File: src/rtl/comp_result_unpacker.sv
// ---------------------------------------------------------------------------
// comp_result_unpacker
//
// Receiving end of the comp result interface. Every strobed pair of
// 2*p_size-bit results is pushed into a small FIFO. Each pair is then replayed
// as four p_size-bit words on a valid/ready stream, so that narrow consumers
// (registers, UART, bus bridges) can drain it. comp has no ready input, so a
// pair that arrives while the FIFO is full is dropped and flagged in a sticky
// overflow bit instead of stalling comp.
//
// Word order per pair (idx0..idx3):
//   i_param[p_size-1:0], i_param[2*p_size-1:p_size],
//   i_param_2[p_size-1:0], i_param_2[2*p_size-1:p_size]
//
// Parameters:
//   p_size   width of one output word; input results are 2*p_size wide
//   p_depth  FIFO depth in result pairs (power of two, >= 2)
//
// Ports:
//   clk        clock, all logic on the rising edge
//   rst        asynchronous active-low reset
//   i_dv       result strobe; a pair is captured on every cycle it is high
//   i_param    first result of the pair
//   i_param_2  second result of the pair
//   i_clr      synchronous clear of o_ovf (a coincident overflow wins)
//   o_data     output word
//   o_valid    o_data is valid
//   i_ready    consumer accepts o_data when o_valid && i_ready
//   o_last     high with the fourth word of a pair
//   o_ovf      sticky overflow flag
//   o_level    pairs stored, including the pair currently being emitted
//   o_pair_cnt (only with COMP_RESULT_UNPACKER_CNT_EN) 16-bit wrapping count
//              of completed pairs, not affected by i_clr
//
// Optional feature macro: COMP_RESULT_UNPACKER_CNT_EN
// ---------------------------------------------------------------------------
module comp_result_unpacker #(
   parameter int p_size  = 12,
   parameter int p_depth = 4
) (
   input  logic                      clk,
   input  logic                      rst,
   input  logic                      i_dv,
   input  logic [2*p_size-1:0]       i_param,
   input  logic [2*p_size-1:0]       i_param_2,
   input  logic                      i_clr,
   output logic [p_size-1:0]         o_data,
   output logic                      o_valid,
   input  logic                      i_ready,
   output logic                      o_last,
   output logic                      o_ovf,
   output logic [$clog2(p_depth):0]  o_level
`ifdef COMP_RESULT_UNPACKER_CNT_EN
   ,
   output logic [15:0]               o_pair_cnt
`endif
);

   localparam int AW = $clog2(p_depth);   // FIFO address width
   localparam int PW = AW + 1;            // pointer width, extra wrap bit
   localparam int EW = 4 * p_size;        // one FIFO entry = one pair

   localparam logic [PW-1:0] DEPTH_L = PW'(p_depth);
   localparam logic [PW-1:0] ONE_L   = PW'(1);

   typedef enum logic [0:0] {
      IDLE = 1'b0,
      SEND = 1'b1
   } state_t;

   // ------------------------------------------------------------------
   // Storage and registered state
   // ------------------------------------------------------------------
   logic [EW-1:0]     mem [p_depth];

   state_t            state_reg;
   logic [PW-1:0]     wr_ptr_reg;
   logic [PW-1:0]     rd_ptr_reg;
   logic [1:0]        idx_reg;
   logic [p_size-1:0] data_reg;
   logic              valid_reg;
   logic              last_reg;
   logic              ovf_reg;

   // ------------------------------------------------------------------
   // Combinational helpers
   // ------------------------------------------------------------------
   logic [PW-1:0]     level;
   logic              xfer;
   logic              pop;
   logic              push;
   logic              drop;
   logic [1:0]        idx_next;
   logic [AW-1:0]     rd_addr;
   logic [AW-1:0]     rd_addr_next;
   logic [EW-1:0]     head_entry;
   logic [p_size-1:0] head_words [4];
   logic [p_size-1:0] next_word0;
   logic [EW-1:0]     in_entry;

   // Pointer difference is exact thanks to the extra wrap bit.
   assign level    = wr_ptr_reg - rd_ptr_reg;

   assign xfer     = valid_reg && i_ready;
   assign pop      = xfer && (idx_reg == 2'd3);

   // A pop in the same cycle frees a slot, so a full FIFO still accepts.
   assign push     = i_dv && ((level != DEPTH_L) || pop);
   assign drop     = i_dv && !push;

   assign idx_next     = idx_reg + 2'd1;
   assign rd_addr      = rd_ptr_reg[AW-1:0];
   assign rd_addr_next = rd_addr + AW'(1);

   assign head_entry = mem[rd_addr];
   assign next_word0 = mem[rd_addr_next][p_size-1:0];
   assign in_entry   = {i_param_2, i_param};

   // Slice the head entry into its four output words.
   generate
      for (genvar gi = 0; gi < 4; gi++) begin : g_head_words
         assign head_words[gi] = head_entry[gi*p_size +: p_size];
      end
   endgenerate

   // ------------------------------------------------------------------
   // FIFO storage. No reset: contents are meaningless while the pointers
   // say empty, and a write during reset is never read because the
   // pointers are held at zero.
   // ------------------------------------------------------------------
   always_ff @(posedge clk) begin
      if (push) begin
         mem[wr_ptr_reg[AW-1:0]] <= in_entry;
      end
   end

   // ------------------------------------------------------------------
   // Pointers, overflow flag and the output FSM
   // ------------------------------------------------------------------
   always_ff @(posedge clk or negedge rst) begin
      if (!rst) begin
         state_reg  <= IDLE;
         wr_ptr_reg <= '0;
         rd_ptr_reg <= '0;
         idx_reg    <= 2'd0;
         data_reg   <= '0;
         valid_reg  <= 1'b0;
         last_reg   <= 1'b0;
         ovf_reg    <= 1'b0;
      end else begin
         if (push) begin
            wr_ptr_reg <= wr_ptr_reg + ONE_L;
         end
         if (pop) begin
            rd_ptr_reg <= rd_ptr_reg + ONE_L;
         end

         // Set has priority over clear.
         if (drop) begin
            ovf_reg <= 1'b1;
         end else if (i_clr) begin
            ovf_reg <= 1'b0;
         end

         case (state_reg)
            IDLE: begin
               idx_reg  <= 2'd0;
               last_reg <= 1'b0;
               if (level != '0) begin
                  // Defensive: data already queued while idle.
                  state_reg <= SEND;
                  valid_reg <= 1'b1;
                  data_reg  <= head_words[0];
               end else if (push) begin
                  // Bypass the FIFO for the first word so o_valid follows
                  // i_dv by a single cycle.
                  state_reg <= SEND;
                  valid_reg <= 1'b1;
                  data_reg  <= i_param[p_size-1:0];
               end
            end

            SEND: begin
               if (xfer) begin
                  if (idx_reg != 2'd3) begin
                     idx_reg  <= idx_next;
                     data_reg <= head_words[idx_next];
                     last_reg <= (idx_next == 2'd3);
                  end else begin
                     idx_reg  <= 2'd0;
                     last_reg <= 1'b0;
                     if (level > ONE_L) begin
                        // Another pair is already stored behind the head.
                        data_reg <= next_word0;
                     end else if (push) begin
                        // Queue empties but a pair arrives this very cycle;
                        // its entry is not written yet, so take it directly.
                        data_reg <= i_param[p_size-1:0];
                     end else begin
                        state_reg <= IDLE;
                        valid_reg <= 1'b0;
                     end
                  end
               end
            end

            default: begin
               state_reg <= IDLE;
               valid_reg <= 1'b0;
               last_reg  <= 1'b0;
               idx_reg   <= 2'd0;
            end
         endcase
      end
   end

`ifdef COMP_RESULT_UNPACKER_CNT_EN
   // Completed-pair counter; wraps naturally at 16 bits.
   logic [15:0] pair_cnt_reg;

   always_ff @(posedge clk or negedge rst) begin
      if (!rst) begin
         pair_cnt_reg <= 16'd0;
      end else if (pop) begin
         pair_cnt_reg <= pair_cnt_reg + 16'd1;
      end
   end

   assign o_pair_cnt = pair_cnt_reg;
`endif

   assign o_data  = data_reg;
   assign o_valid = valid_reg;
   assign o_last  = last_reg;
   assign o_ovf   = ovf_reg;
   assign o_level = level;

endmodule
File: config.mk
export PLATFORM = sky130hd
export DESIGN_NAME = comp_result_unpacker
export DESIGN_NICKNAME = d
export VERILOG_FILES = /design/src/rtl/comp_result_unpacker.sv
export SDC_FILE = /design/constraint.sdc
export NUM_CORES = 1
export LEC_CHECK = 0
export CAP_MARGIN = 20
export CORE_MARGIN = 2
export CORE_UTILIZATION = 47
export DETAILED_ROUTE_END_ITERATION = 10
export PLACE_DENSITY = 0.72
export SYNTH_ARGS = -nofsm -noshare
export SYNTH_HDL_FRONTEND = slang
export SYNTH_SLANG_ARGS = --single-unit
File: constraint.sdc
create_clock -name clk -period 3.9 [get_ports clk]
set_clock_uncertainty 0.05 [all_clocks]
set_input_delay 0.585 -clock clk [delete_from_list [all_inputs] [get_ports clk]]
set_output_delay 0.585 -clock clk [all_outputs]
set_load 0.02 [all_outputs]
==> results of run 1 <==
[cell families after synthesis]
| logic type | Yosys count | share of synthesized area (%) |
|---|---|---|
| fa+ha+maj | 9 | 1.26 |
| simple gates | 52 | 2.86 |
| mux | 114 | 18.9 |
| compound gates | 92 | 7.01 |
| xor+xnor | 6 | 0.698 |
| flops | 216 | 67.0 |
| buf+inv | 45 | 2.29 |
[metal layers]
layer	vias to the layer above	wire, um	part of all wire (%)	global-route usage (%)
li1	2331	-	-	-
met4	0	388	2.0	5.00
met1	2732	8320	42	25.7
met3	32	1470	7.5	4.00
met5	-	0	0	0
met2	227	9420	48	30.2
[worst max-delay path by stage]
stage                             start          to  slack, ns  depth (start not counted)
after floorplan           wr_ptr_reg[0]   mem[3][0]       0.33                          9
after global placement    wr_ptr_reg[0]  mem[1][17]       0.54                          8
after detailed placement  wr_ptr_reg[0]  mem[1][17]       0.34                          8
after CTS                 wr_ptr_reg[0]   mem[1][5]       0.32                          8
after global routing      wr_ptr_reg[0]   mem[1][5]       0.16                          8
final                     wr_ptr_reg[0]   mem[1][5]       0.32                          8
[power groups by stage]
stage                     clock network [mW]  registers [mW]  logic [mW]
after floorplan                            0            3.51        2.84
after global placement                     0            3.45        3.97
after detailed placement                   0            3.49        4.01
after CTS                               2.09            3.45        4.03
after global routing                    2.19            3.50        4.35
final                                   2.06            3.44        4.04
[area by class of cell]
class                           instances  area (um^2)
Clock buffer                           24          568
Fill cell                            1539         8470
Timing Repair Buffer                   83          811
Tap cell                              265          332
Inverter                                8         30.0
Sequential cell                       216         6370
Clock inverter                         15          154
Multi-Input combinational cell        273         2920
[synthesized netlist by cell type (all sizes together) (2+ instances only)]
master	count	area (um^2)
o311ai	7	61.3
a2bb2oi	7	61.3
or2	4	25.0
a311o	4	40.0
edfxtp	192	5770
a221oi	7	61.3
a31o	6	52.6
nand3	10	50.1
mux4	51	1150
nor2	3	11.3
nor2b	4	25.0
dfrtp	24	601
ha	8	100
a21oi	17	85.1
and3	2	17.5
inv	8	30.0
xnor2	4	35.0
nand2	16	60.1
buf	23	135
mux2	9	101
a211oi	2	15.0
o21ai	16	80.1
a22o	11	96.3
clkbuf	14	52.6
mux2i	54	541
a22oi	10	75.1
and2	9	56.3
[per-stage QoR]
step	setup WS, ns	cells	utilization (%)	total power, mW
after global placement	0.539	845	53.2	7.42
after detailed placement	0.336	845	53.2	7.50
final	0.318	884	56.9	9.54
after CTS	0.316	884	56.9	9.57
after global routing	0.162	884	56.9	10.0
after floorplan	0.331	534	-	6.35
==> summary.md, run 1 <==
| Metric | Value |
|---|---|
| Result of the run | `completed` |
| Combined area of all synthesized cells | `0.00950 mm^2` |
| Delay of the slowest critical-path stage | `0.64 ns` |
| Most frequent cells in the layout | `sky130_fd_sc_hd__edfxtp_1, sky130_fd_sc_hd__clkdlybuf4s50_1, sky130_fd_sc_hd__mux2i_1, sky130_fd_sc_hd__mux4_2` |
| Number of warnings issued by yosys | `0` |
| Total negative slack for setup checks | `0 ns` |
| Worst hold slack across all endpoints | `0.460 ns` |
| Hold buffer count at CTS | `0` |
| Max-slew violation count | `0` |
| Share of total power in the clock network | `21.6%` |
| Largest fanout on the critical path | `35` |
| Post-synthesis sequential area ratio | `67.0%` |
| Post-synth ARST share | `11.1%` |
| Number of instances in the synthesized netlist | `534` |
| Number of antenna-violating nets in the routed design | `0` |
| Pin count of the biggest net entering global routing | `57` |
| Clock insertion delay at the later pin of the skew report | `0.51 ns` |
| Row cnt | `51` |
| Worst IR Drop VDD | `0.418 mV` |
| Diode count | `0` |
| Area growth, synth to finish | `17.8%` |
| Syn nets | `596` |
| Antenna violations before repair | `0` |
| Most common cell after layout, fill and taps aside | `sky130_fd_sc_hd__edfxtp_1` |
| Initial core utilization | `48.3%` |
| Required time at the worst-slack endpoint | `3.99 ns` |
| Ports placed on the boundary | `71` |
| Clock Root Buffer | `sky130_fd_sc_hd__clkbuf_16` |
| Endpoint of the worst-slack reg-to-reg timing path | `mem[1][5]` |
| TritonCTS buffer count | `22` |
| Global-route wire length before repair | `31000 um` |
| Share of total power in sequential cells | `36.1%` |
| Clk pin slew, worst setup/hold paths | `0.06 ns` |
| Total clock sinks | `216` |
| Int Pwr | `6.16 mW` |
| Hold path depth | `1` |
| Setup Buffers After CTS | `0` |
| GRT Overall Usage | `18.5%` |
| Aggregate routed wire length | `19600 um` |
| Leading register cell type out of synthesis | `sky130_fd_sc_hd__edfxtp_1` |
| Max clock buf depth | `3` |
| Number of synthesized register bits | `216` |
| Total buffers and inverters traversed by the critical path | `3` |
| Count of endpoints failing setup in the final report | `0` |
| Area of placed instances | `0.0105 mm^2` |
| Slowest library cell on the worst path | `sky130_fd_sc_hd__fa_1` |
| Post-DP HPWL | `11800 um` |
| Count of port buffers added during placement | `70` |
| RSZ-0062 raised after global routing | `false` |
| Rel. slew slack | `37.0%` |
| Vias in the first global route | `5558` |
| Number of library cell types mapped by synthesis | `43` |
| Min-delay worst type | `reg -> reg` |
| Horiz. Die Dim | `146 um` |
| Number of nets in the layout | `666` |
| Initial drt markers | `447` |
| R2r worst-path depth | `8` |
| Floorplan die area | `0.0214 mm^2` |
| Min-Delay Endpoint | `rd_ptr_reg[2]` |
| Leak | `3.84 nW` |
| Post-CTS sizing | `0` |
| Nature of the critical path startpoint | `flop` |
| Largest delay contributor family on the critical path | `simple AND/OR/NAND/NOR gates` |
| Final estimated routing congestion in global placement | `0.788` |
| Die height | `146 um` |
| Worst Path Class, Setup | `reg -> reg` |
| Total overflow reported by the global router | `0` |
| CP dominant cell by count | `sky130_fd_sc_hd__inv_1` |
| Post-synthesis average cell area | `17.8 um^2` |
| Sequence of cells on the critical path | `inv_1 -> ha_1 -> fa_1 -> inv_1 -> nor4b_1 -> nor2b_1 -> and2_2 -> buf_4` |
| Number of maximum-capacitance violations | `0` |
| Hold path startpoint | `rd_ptr_reg[2]` |
| Top achievable clock speed | `279 MHz` |
| Sw power | `3.37 mW` |
| Switching power share of the total | `35.4%` |
| Total number of vias | `5322` |
| Crit. End Element | `flop` |
| DRC violation count after routing | `0` |
| Length of the first detailed-routing pass in iterations | `5` |
| Arr. time, crit path | `3.67 ns` |
| Number of flops mapped to enable cells by yosys | `192` |
| Final Hold Viols | `0` |
| FF-to-FF Start | `wr_ptr_reg[0]` |
| Slew at the pin closest to its max-slew limit | `0.946 ns` |
| Fraction of final layout cells sized beyond drive strength 1 | `19.4%` |
| Drt via density | `6.02` |
| Post-route cell area | `0.0112 mm^2` |
| Max reg flops | `192` |
| CTS tree | `built` |
| Worst reg2reg setup slack | `0.32 ns` |
| Min Clock Period, post-route | `3.58 ns` |
| Area of the core | `0.0197 mm^2` |
| Total power divided by cell area | `853 mW/mm^2` |
| Detailed-route wire length per cell | `22.2 um` |
| Final worst path period share | `91.8%` |
| Combinational share of power | `42.3%` |
| Count of H-tree levels built during CTS | `1` |
(Power assumes the default switching activity.)
==> run 2, diff against run 1 <==
--- a/config.mk
+++ b/config.mk
@@ -9,7 +9,9 @@
 export CORE_MARGIN = 2
 export CORE_UTILIZATION = 47
 export DETAILED_ROUTE_END_ITERATION = 10
+export GPL_ROUTABILITY_DRIVEN = 0
 export PLACE_DENSITY = 0.72
+export SLEW_MARGIN = 10
 export SYNTH_ARGS = -nofsm -noshare
 export SYNTH_HDL_FRONTEND = slang
 export SYNTH_SLANG_ARGS = --single-unit
==> constraint.sdc (replaced) <==
create_clock -name clk -period 4.4 [get_ports clk]
set_clock_uncertainty 0.05 [all_clocks]
set_input_delay 0.66 -clock clk [delete_from_list [all_inputs] [get_ports clk]]
set_output_delay 0.66 -clock clk [all_outputs]
set_load 0.02 [all_outputs]
==> summary.md, run 2 (synthesis results as in run 1) <==
| Metric | Value |
|---|---|
| Floorplan die area | `0.0214 mm^2 (unchanged)` |
| Initial core utilization | `48.3% (unchanged)` |
| Int Pwr | `5.52 mW (was 6.16 mW)` |
| Count of endpoints failing setup in the final report | `0 (unchanged)` |
| Count of H-tree levels built during CTS | `1 (unchanged)` |
| Die height | `146 um (unchanged)` |
| Clk pin slew, worst setup/hold paths | `0.06 ns (about the same)` |
| Antenna violations before repair | `0 (unchanged)` |
| Slew at the pin closest to its max-slew limit | `1.01 ns (was 0.946 ns)` |
| Max-slew violation count | `0 (unchanged)` |
| Fill cell instance count of the final layout | `1551 (was 1539)` |
| Largest fanout on the critical path | `26 (was 35)` |
| Share of total power in sequential cells | `36.3% (was 36.1%)` |
| Leak | `3.83 nW (was 3.84 nW)` |
| R2r worst-path depth | `8 (unchanged)` |
| Area growth, synth to finish | `17.7% (was 17.8%)` |
| Number of maximum-capacitance violations | `0 (unchanged)` |
| Post-Route Utilization | `56.9% (about the same)` |
| Min-delay worst type | `in -> async (was reg -> reg)` |
| Max clock buf depth | `3 (unchanged)` |
| Global-route wire length before repair | `32200 um (was 31000 um)` |
| Length of the first detailed-routing pass in iterations | `4 (was 5)` |
| Total number of vias | `5306 (was 5322)` |
| Final Hold Viols | `0 (unchanged)` |
| Drt via density | `6.02 (about the same)` |
| Post-DP HPWL | `12700 um (was 11800 um)` |
| Most frequent cells in the layout | `sky130_fd_sc_hd__edfxtp_1, sky130_fd_sc_hd__clkdlybuf4s50_1, sky130_fd_sc_hd__mux2i_1, sky130_fd_sc_hd__mux4_2, sky130_fd_sc_hd__clkbuf_16 (was sky130_fd_sc_hd__edfxtp_1, sky130_fd_sc_hd__clkdlybuf4s50_1, sky130_fd_sc_hd__mux2i_1, sky130_fd_sc_hd__mux4_2)` |
| Setup Buffers After CTS | `0 (unchanged)` |
| Post-CTS sizing | `0 (unchanged)` |
| Fraction of final layout cells sized beyond drive strength 1 | `18.3% (was 19.4%)` |
| Worst IR Drop VDD | `0.462 mV (was 0.418 mV)` |
| Switching power share of the total | `35.1% (was 35.4%)` |
| Pin count of the biggest net entering global routing | `58 (was 57)` |
| Total overflow reported by the global router | `0 (unchanged)` |
| Crit. End Element | `flop (unchanged)` |
| Total negative slack for setup checks | `0 ns (unchanged)` |
| CP Launch Point | `wr_ptr_reg[0] (unchanged)` |
| Total clock sinks | `216 (unchanged)` |
| Sw power | `2.99 mW (was 3.37 mW)` |
| Final worst path period share | `83.7% (was 91.8%)` |
| TritonCTS buffer count | `23 (was 22)` |
| Initial drt markers | `447 (unchanged)` |
| Vias in the first global route | `5575 (was 5558)` |
| Ports placed on the boundary | `71 (unchanged)` |
| Most common cell after layout, fill and taps aside | `sky130_fd_sc_hd__edfxtp_1 (unchanged)` |
| Aggregate routed wire length | `20500 um (was 19600 um)` |
| Number of nets in the layout | `665 (was 666)` |
| GRT Overall Usage | `19.5% (was 18.5%)` |
| Rel. slew slack | `32.9% (was 37.0%)` |
| Hold buffer count at CTS | `0 (unchanged)` |
| DRC violation count after routing | `0 (unchanged)` |
| Worst reg2reg setup slack | `0.72 ns (was 0.32 ns)` |
| Nature of the critical path startpoint | `flop (unchanged)` |
| Diode count | `0 (unchanged)` |
| Arr. time, crit path | `3.83 ns (was 3.67 ns)` |
| Result of the run | `completed (unchanged)` |
| Max reg flops | `192 (unchanged)` |
| RSZ-0062 raised after global routing | `false (unchanged)` |
| Endpoint of the worst-slack reg-to-reg timing path | `mem[0][35] (was mem[1][5])` |
| Row cnt | `51 (unchanged)` |
| Clock insertion delay at the later pin of the skew report | `0.50 ns (was 0.51 ns)` |
| Share of total power in the clock network | `22.0% (was 21.6%)` |
| Horiz. Die Dim | `146 um (unchanged)` |
| Total power divided by cell area | `761 mW/mm^2 (was 853 mW/mm^2)` |
| Worst Path Class, Setup | `reg -> reg (unchanged)` |
| Detailed-route wire length per cell | `23.3 um (was 22.2 um)` |
| Count of port buffers added during placement | `70 (unchanged)` |
| Min Clock Period, post-route | `3.68 ns (was 3.58 ns)` |
| Top achievable clock speed | `272 MHz (was 279 MHz)` |
| Clock Root Buffer | `sky130_fd_sc_hd__clkbuf_16 (unchanged)` |
| FF-to-FF Start | `wr_ptr_reg[0] (unchanged)` |
| Number of antenna-violating nets in the routed design | `0 (unchanged)` |
| Area of the core | `0.0197 mm^2 (unchanged)` |
| CTS tree | `built (unchanged)` |
| Combinational share of power | `41.7% (was 42.3%)` |
| Required time at the worst-slack endpoint | `4.55 ns (was 3.99 ns)` |
-- run 2: cell type report --
cell class	instances	area [um^2]	area share, %
sequential	216	6370	57.0
multi-input combinational	273	2920	26.1
timing repair buffer	81	808	7.23
clock buffer	30	602	5.38
tap	265	332	2.97
clock inverter	8	115	1.03
inverter	8	30.0	0.269
-- run 2: worst max-delay path: stages (launching register included) --
cell and delay (ns):
sky130_fd_sc_hd__dfrtp_1 0.38, sky130_fd_sc_hd__inv_1 0.11, sky130_fd_sc_hd__ha_1 0.22, sky130_fd_sc_hd__fa_1 0.39, sky130_fd_sc_hd__xnor3_1 0.51, sky130_fd_sc_hd__nor4b_1 0.14
sky130_fd_sc_hd__nor2b_1 0.47, sky130_fd_sc_hd__and2_2 0.74, sky130_fd_sc_hd__buf_4 0.35
-- run 2: worst max path at each step --
stage	end	slack (ns)	cells past startpoint
2_1_floorplan	mem[3][0]	0.83	9
3_3_place_gp	mem[0][16]	0.94	8
3_5_place_dp	mem[0][30]	0.72	8
4_1_cts	mem[0][6]	0.71	8
5_1_grt	mem[0][35]	0.50	8
6_report	mem[0][35]	0.72	8
-- run 2: metal layers --
metal  GRT usage [%]  up-vias  routed length, um
met1            27.5     2732               8640
met3            3.22       38               1540
li1                -     2320                  -
met4            5.05        0                430
met2            31.9      216               9920
met5               0        -                  0
-- run 2: metrics by stage --
stage	hold WS, ns	total power [mW]	std cells	area (um^2)	setup WS [ns]
6_report	0.407	8.51	881	11200	0.717
5_1_grt	0.433	8.95	881	11200	0.504
4_1_cts	0.408	8.55	881	11200	0.713
3_5_place_dp	0.444	6.68	843	10500	0.721
3_3_place_gp	0.430	6.55	843	10500	0.942
2_1_floorplan	0.314	5.63	534	9500	0.831
-- run 2: power groups by stage --
stage | Clock, mW | Combinational [mW] | Sequential, mW
CTS | 1.90 | 3.55 | 3.10
finish | 1.87 | 3.54 | 3.09
detailed placement | 0 | 3.55 | 3.13
global route | 1.99 | 3.82 | 3.14
global placement | 0 | 3.45 | 3.10
floorplan | 0 | 2.52 | 3.11
==> run 3, diff against run 2 <==
==> constraint.sdc (replaced) <==
create_clock -name clk -period 3.4 [get_ports clk]
set_clock_uncertainty 0.05 [all_clocks]
set_input_delay 0.51 -clock clk [delete_from_list [all_inputs] [get_ports clk]]
set_output_delay 0.51 -clock clk [all_outputs]
set_load 0.02 [all_outputs]
==> summary.md, run 3 (synthesis results as in run 1) <==
| Metric | Value |
|---|---|
| Worst reg2reg setup slack | `0.41 ns (was 0.72 ns)` |
| Count of endpoints failing setup in the final report | `0 (unchanged)` |
| Endpoint of the worst-slack reg-to-reg timing path | `mem[1][26] (was mem[0][35])` |
| Final Hold Viols | `0 (unchanged)` |
| Result of the run | `completed (unchanged)` |
| Area of the core | `0.0197 mm^2 (unchanged)` |
| Horiz. Die Dim | `146 um (unchanged)` |
| Length of the first detailed-routing pass in iterations | `6 (was 4)` |
| Most common cell after layout, fill and taps aside | `sky130_fd_sc_hd__edfxtp_1 (unchanged)` |
| Nature of the critical path startpoint | `flop (unchanged)` |
| Setup Buffers After CTS | `0 (unchanged)` |
| CP dominant cell by count | `sky130_fd_sc_hd__inv_1` |
| Number of nets in the layout | `675 (was 665)` |
| Min-delay worst type | `in -> async (unchanged)` |
| RSZ-0062 raised after global routing | `false (unchanged)` |
| Clock Root Buffer | `sky130_fd_sc_hd__clkbuf_16 (unchanged)` |
| Diode count | `0 (unchanged)` |
| Count of port buffers added during placement | `70 (unchanged)` |
| Post-Route Utilization | `58.1% (was 56.9%)` |
| Leak | `3.95 nW (was 3.83 nW)` |
| Clock insertion delay at the later pin of the skew report | `0.50 ns (about the same)` |
| Most frequent cells in the layout | `sky130_fd_sc_hd__edfxtp_1, sky130_fd_sc_hd__clkdlybuf4s50_1, sky130_fd_sc_hd__mux2i_1, sky130_fd_sc_hd__mux4_2, sky130_fd_sc_hd__clkbuf_16 (unchanged)` |
| R2r worst-path depth | `9 (was 8)` |
| Post-CTS sizing | `0 (unchanged)` |
| Combined area of the multi-input logic cells | `0.00292 mm^2 (unchanged)` |
| Vias in the first global route | `5627 (was 5575)` |
| Area growth, synth to finish | `20.2% (was 17.7%)` |
| Total negative slack for setup checks | `0 ns (unchanged)` |
| Sw power | `3.97 mW (was 2.99 mW)` |
| Slew at the pin closest to its max-slew limit | `0.855 ns (was 1.01 ns)` |
| DRC violation count after routing | `0 (unchanged)` |
| Initial drt markers | `391 (was 447)` |
| Switching power share of the total | `34.2% (was 35.1%)` |
| Top achievable clock speed | `310 MHz` |
| Initial core utilization | `48.3% (unchanged)` |
| Min Clock Period, post-route | `3.23 ns` |
| Combinational share of power | `41.4% (was 41.7%)` |
| Total power divided by cell area | `1020 mW/mm^2 (was 761 mW/mm^2)` |
| Fraction of final layout cells sized beyond drive strength 1 | `20.3% (was 18.3%)` |
| GRT Overall Usage | `19.7% (was 19.5%)` |
| Count of H-tree levels built during CTS | `1 (unchanged)` |
| Number of antenna-violating nets in the routed design | `0 (unchanged)` |
| Hold buffer count at CTS | `0 (unchanged)` |
| Clk pin slew, worst setup/hold paths | `0.07 ns (was 0.06 ns)` |
| Ports placed on the boundary | `71 (unchanged)` |
| Total clock sinks | `216 (unchanged)` |
| Max-slew violation count | `0 (unchanged)` |
| Largest delay contributor family on the critical path | `buffers and inverters (was simple AND/OR/NAND/NOR gates)` |
| Antenna violations before repair | `1 (was 0)` |
| Fill cell instance count of the final layout | `1487 (was 1551)` |
| FF-to-FF Start | `wr_ptr_reg[0] (unchanged)` |
| Row cnt | `51 (unchanged)` |
| Worst IR Drop VDD | `0.433 mV (was 0.462 mV)` |
| Delay of the slowest critical-path stage | `0.59 ns (was 0.74 ns)` |
| Int Pwr | `7.63 mW (was 5.52 mW)` |
| Slowest library cell on the worst path | `sky130_fd_sc_hd__clkdlybuf4s50_1 (was sky130_fd_sc_hd__and2_2)` |
| Largest fanout on the critical path | `10 (was 26)` |
| Worst hold slack across all endpoints | `0.343 ns (was 0.407 ns)` |
| Global-route wire length before repair | `32600 um (was 32200 um)` |
| Final worst path period share | `94.9%` |
| Floorplan die area | `0.0214 mm^2 (unchanged)` |
| Detailed-route wire length per cell | `23.4 um (was 23.3 um)` |
| Aggregate routed wire length | `20900 um (was 20500 um)` |
| Drt via density | `6.03 (was 6.02)` |
| Pin count of the biggest net entering global routing | `50 (was 58)` |
| Rel. slew slack | `43.0% (was 32.9%)` |
| Total buffers and inverters traversed by the critical path | `4 (was 2)` |
| Die height | `146 um (unchanged)` |
| Total overflow reported by the global router | `0 (unchanged)` |
| Crit. End Element | `primary output (was flop)` |
| Total number of vias | `5392 (was 5306)` |
| Arr. time, crit path | `2.67 ns (was 3.83 ns)` |
| Share of total power in the clock network | `24.4% (was 22.0%)` |
| Required time at the worst-slack endpoint | `2.84 ns (was 4.55 ns)` |
| CTS tree | `built (unchanged)` |
| Max clock buf depth | `3 (unchanged)` |
| Sequence of cells on the critical path | `inv_1 -> ha_1 -> fa_1 -> xnor3_1 -> buf_4 -> inv_1 -> clkdlybuf4s50_1 (was inv_1 -> ha_1 -> fa_1 -> xnor3_1 -> nor4b_1 -> nor2b_1 -> and2_2 -> buf_4)` |
| Worst Path Class, Setup | `reg -> out (was reg -> reg)` |
| FF/Latch Area | `0.00637 mm^2 (unchanged)` |
| Max reg flops | `192 (unchanged)` |
| TritonCTS buffer count | `23 (unchanged)` |
| Number of maximum-capacitance violations | `0 (unchanged)` |
| Post-DP HPWL | `13200 um (was 12700 um)` |
| Share of total power in sequential cells | `34.2% (was 36.3%)` |
## run 3: cell types whose count changed in the layout (fill, tap and decap cells not counted), sizes merged
cell | before | now
bufinv | 3 | 8
clkinv | 4 | 6
buf | 11 | 21
clkbuf | 30 | 26
## run 3: worst reg2reg max path, stage by stage, from the launching register on
cell	delay, ns
sky130_fd_sc_hd__dfrtp_1	0.40
sky130_fd_sc_hd__inv_1	0.12
sky130_fd_sc_hd__ha_1	0.22
sky130_fd_sc_hd__fa_1	0.37
sky130_fd_sc_hd__xnor3_1	0.21
sky130_fd_sc_hd__nor4b_1	0.41
sky130_fd_sc_hd__nor2b_1	0.10
sky130_fd_sc_hd__buf_4	0.18
sky130_fd_sc_hd__and2_2	0.40
sky130_fd_sc_hd__buf_12	0.27
## run 3: worst max path at each step
stage                  startpoint            end  slack, ns  cells past startpoint
finish              wr_ptr_reg[0]     o_level[2]       0.17                      7
global route        wr_ptr_reg[0]     o_level[2]       0.11                      7
CTS                 wr_ptr_reg[0]     o_level[2]       0.18                      7
detailed placement  wr_ptr_reg[0]     mem[1][37]       0.47                      9
global placement          i_ready     mem[1][30]       0.49                      7
floorplan           wr_ptr_reg[0]  wr_ptr_reg[2]       0.30                     10
## run 3: layout make-up
cell class              instances  share of cell area, %
well taps                     265                   2.90
multi-input cells             273                   25.6
inverters                       8                  0.263
clock inverters                15                   2.39
clock buffers                  26                   5.14
flip-flops and latches        216                   55.8
repair buffers                 91                   7.95
## run 3: metrics by stage
stage	power (mW)	instance area, um^2	setup WS, ns	std cells
after floorplan	7.27	9500	0.296	534
after global placement	8.65	10600	0.493	853
after detailed placement	8.78	10600	0.465	853
after CTS	11.6	11400	0.177	894
after global routing	12.2	11400	0.107	894
final	11.6	11400	0.172	894
## run 3: metal layers
| metal | GRT usage (%) | vias to the layer above | wire (um) |
|---|---|---|---|
| met5 | 0 | - | 0 |
| met4 | 5.58 | 0 | 369 |
| met3 | 4.09 | 31 | 1280 |
| met2 | 32.4 | 213 | 10300 |
| met1 | 26.9 | 2802 | 8940 |
| li1 | - | 2346 | - |
## run 3: power by group through the flow
stage / clock network, mW / logic (mW) / registers, mW
after floorplan: 0 / 3.26 / 4.01
after detailed placement: 0 / 4.76 / 4.02
after CTS: 2.87 / 4.80 / 3.97
after global routing: 2.98 / 5.17 / 4.03
final: 2.84 / 4.80 / 3.97
after global placement: 0 / 4.68 / 3.97
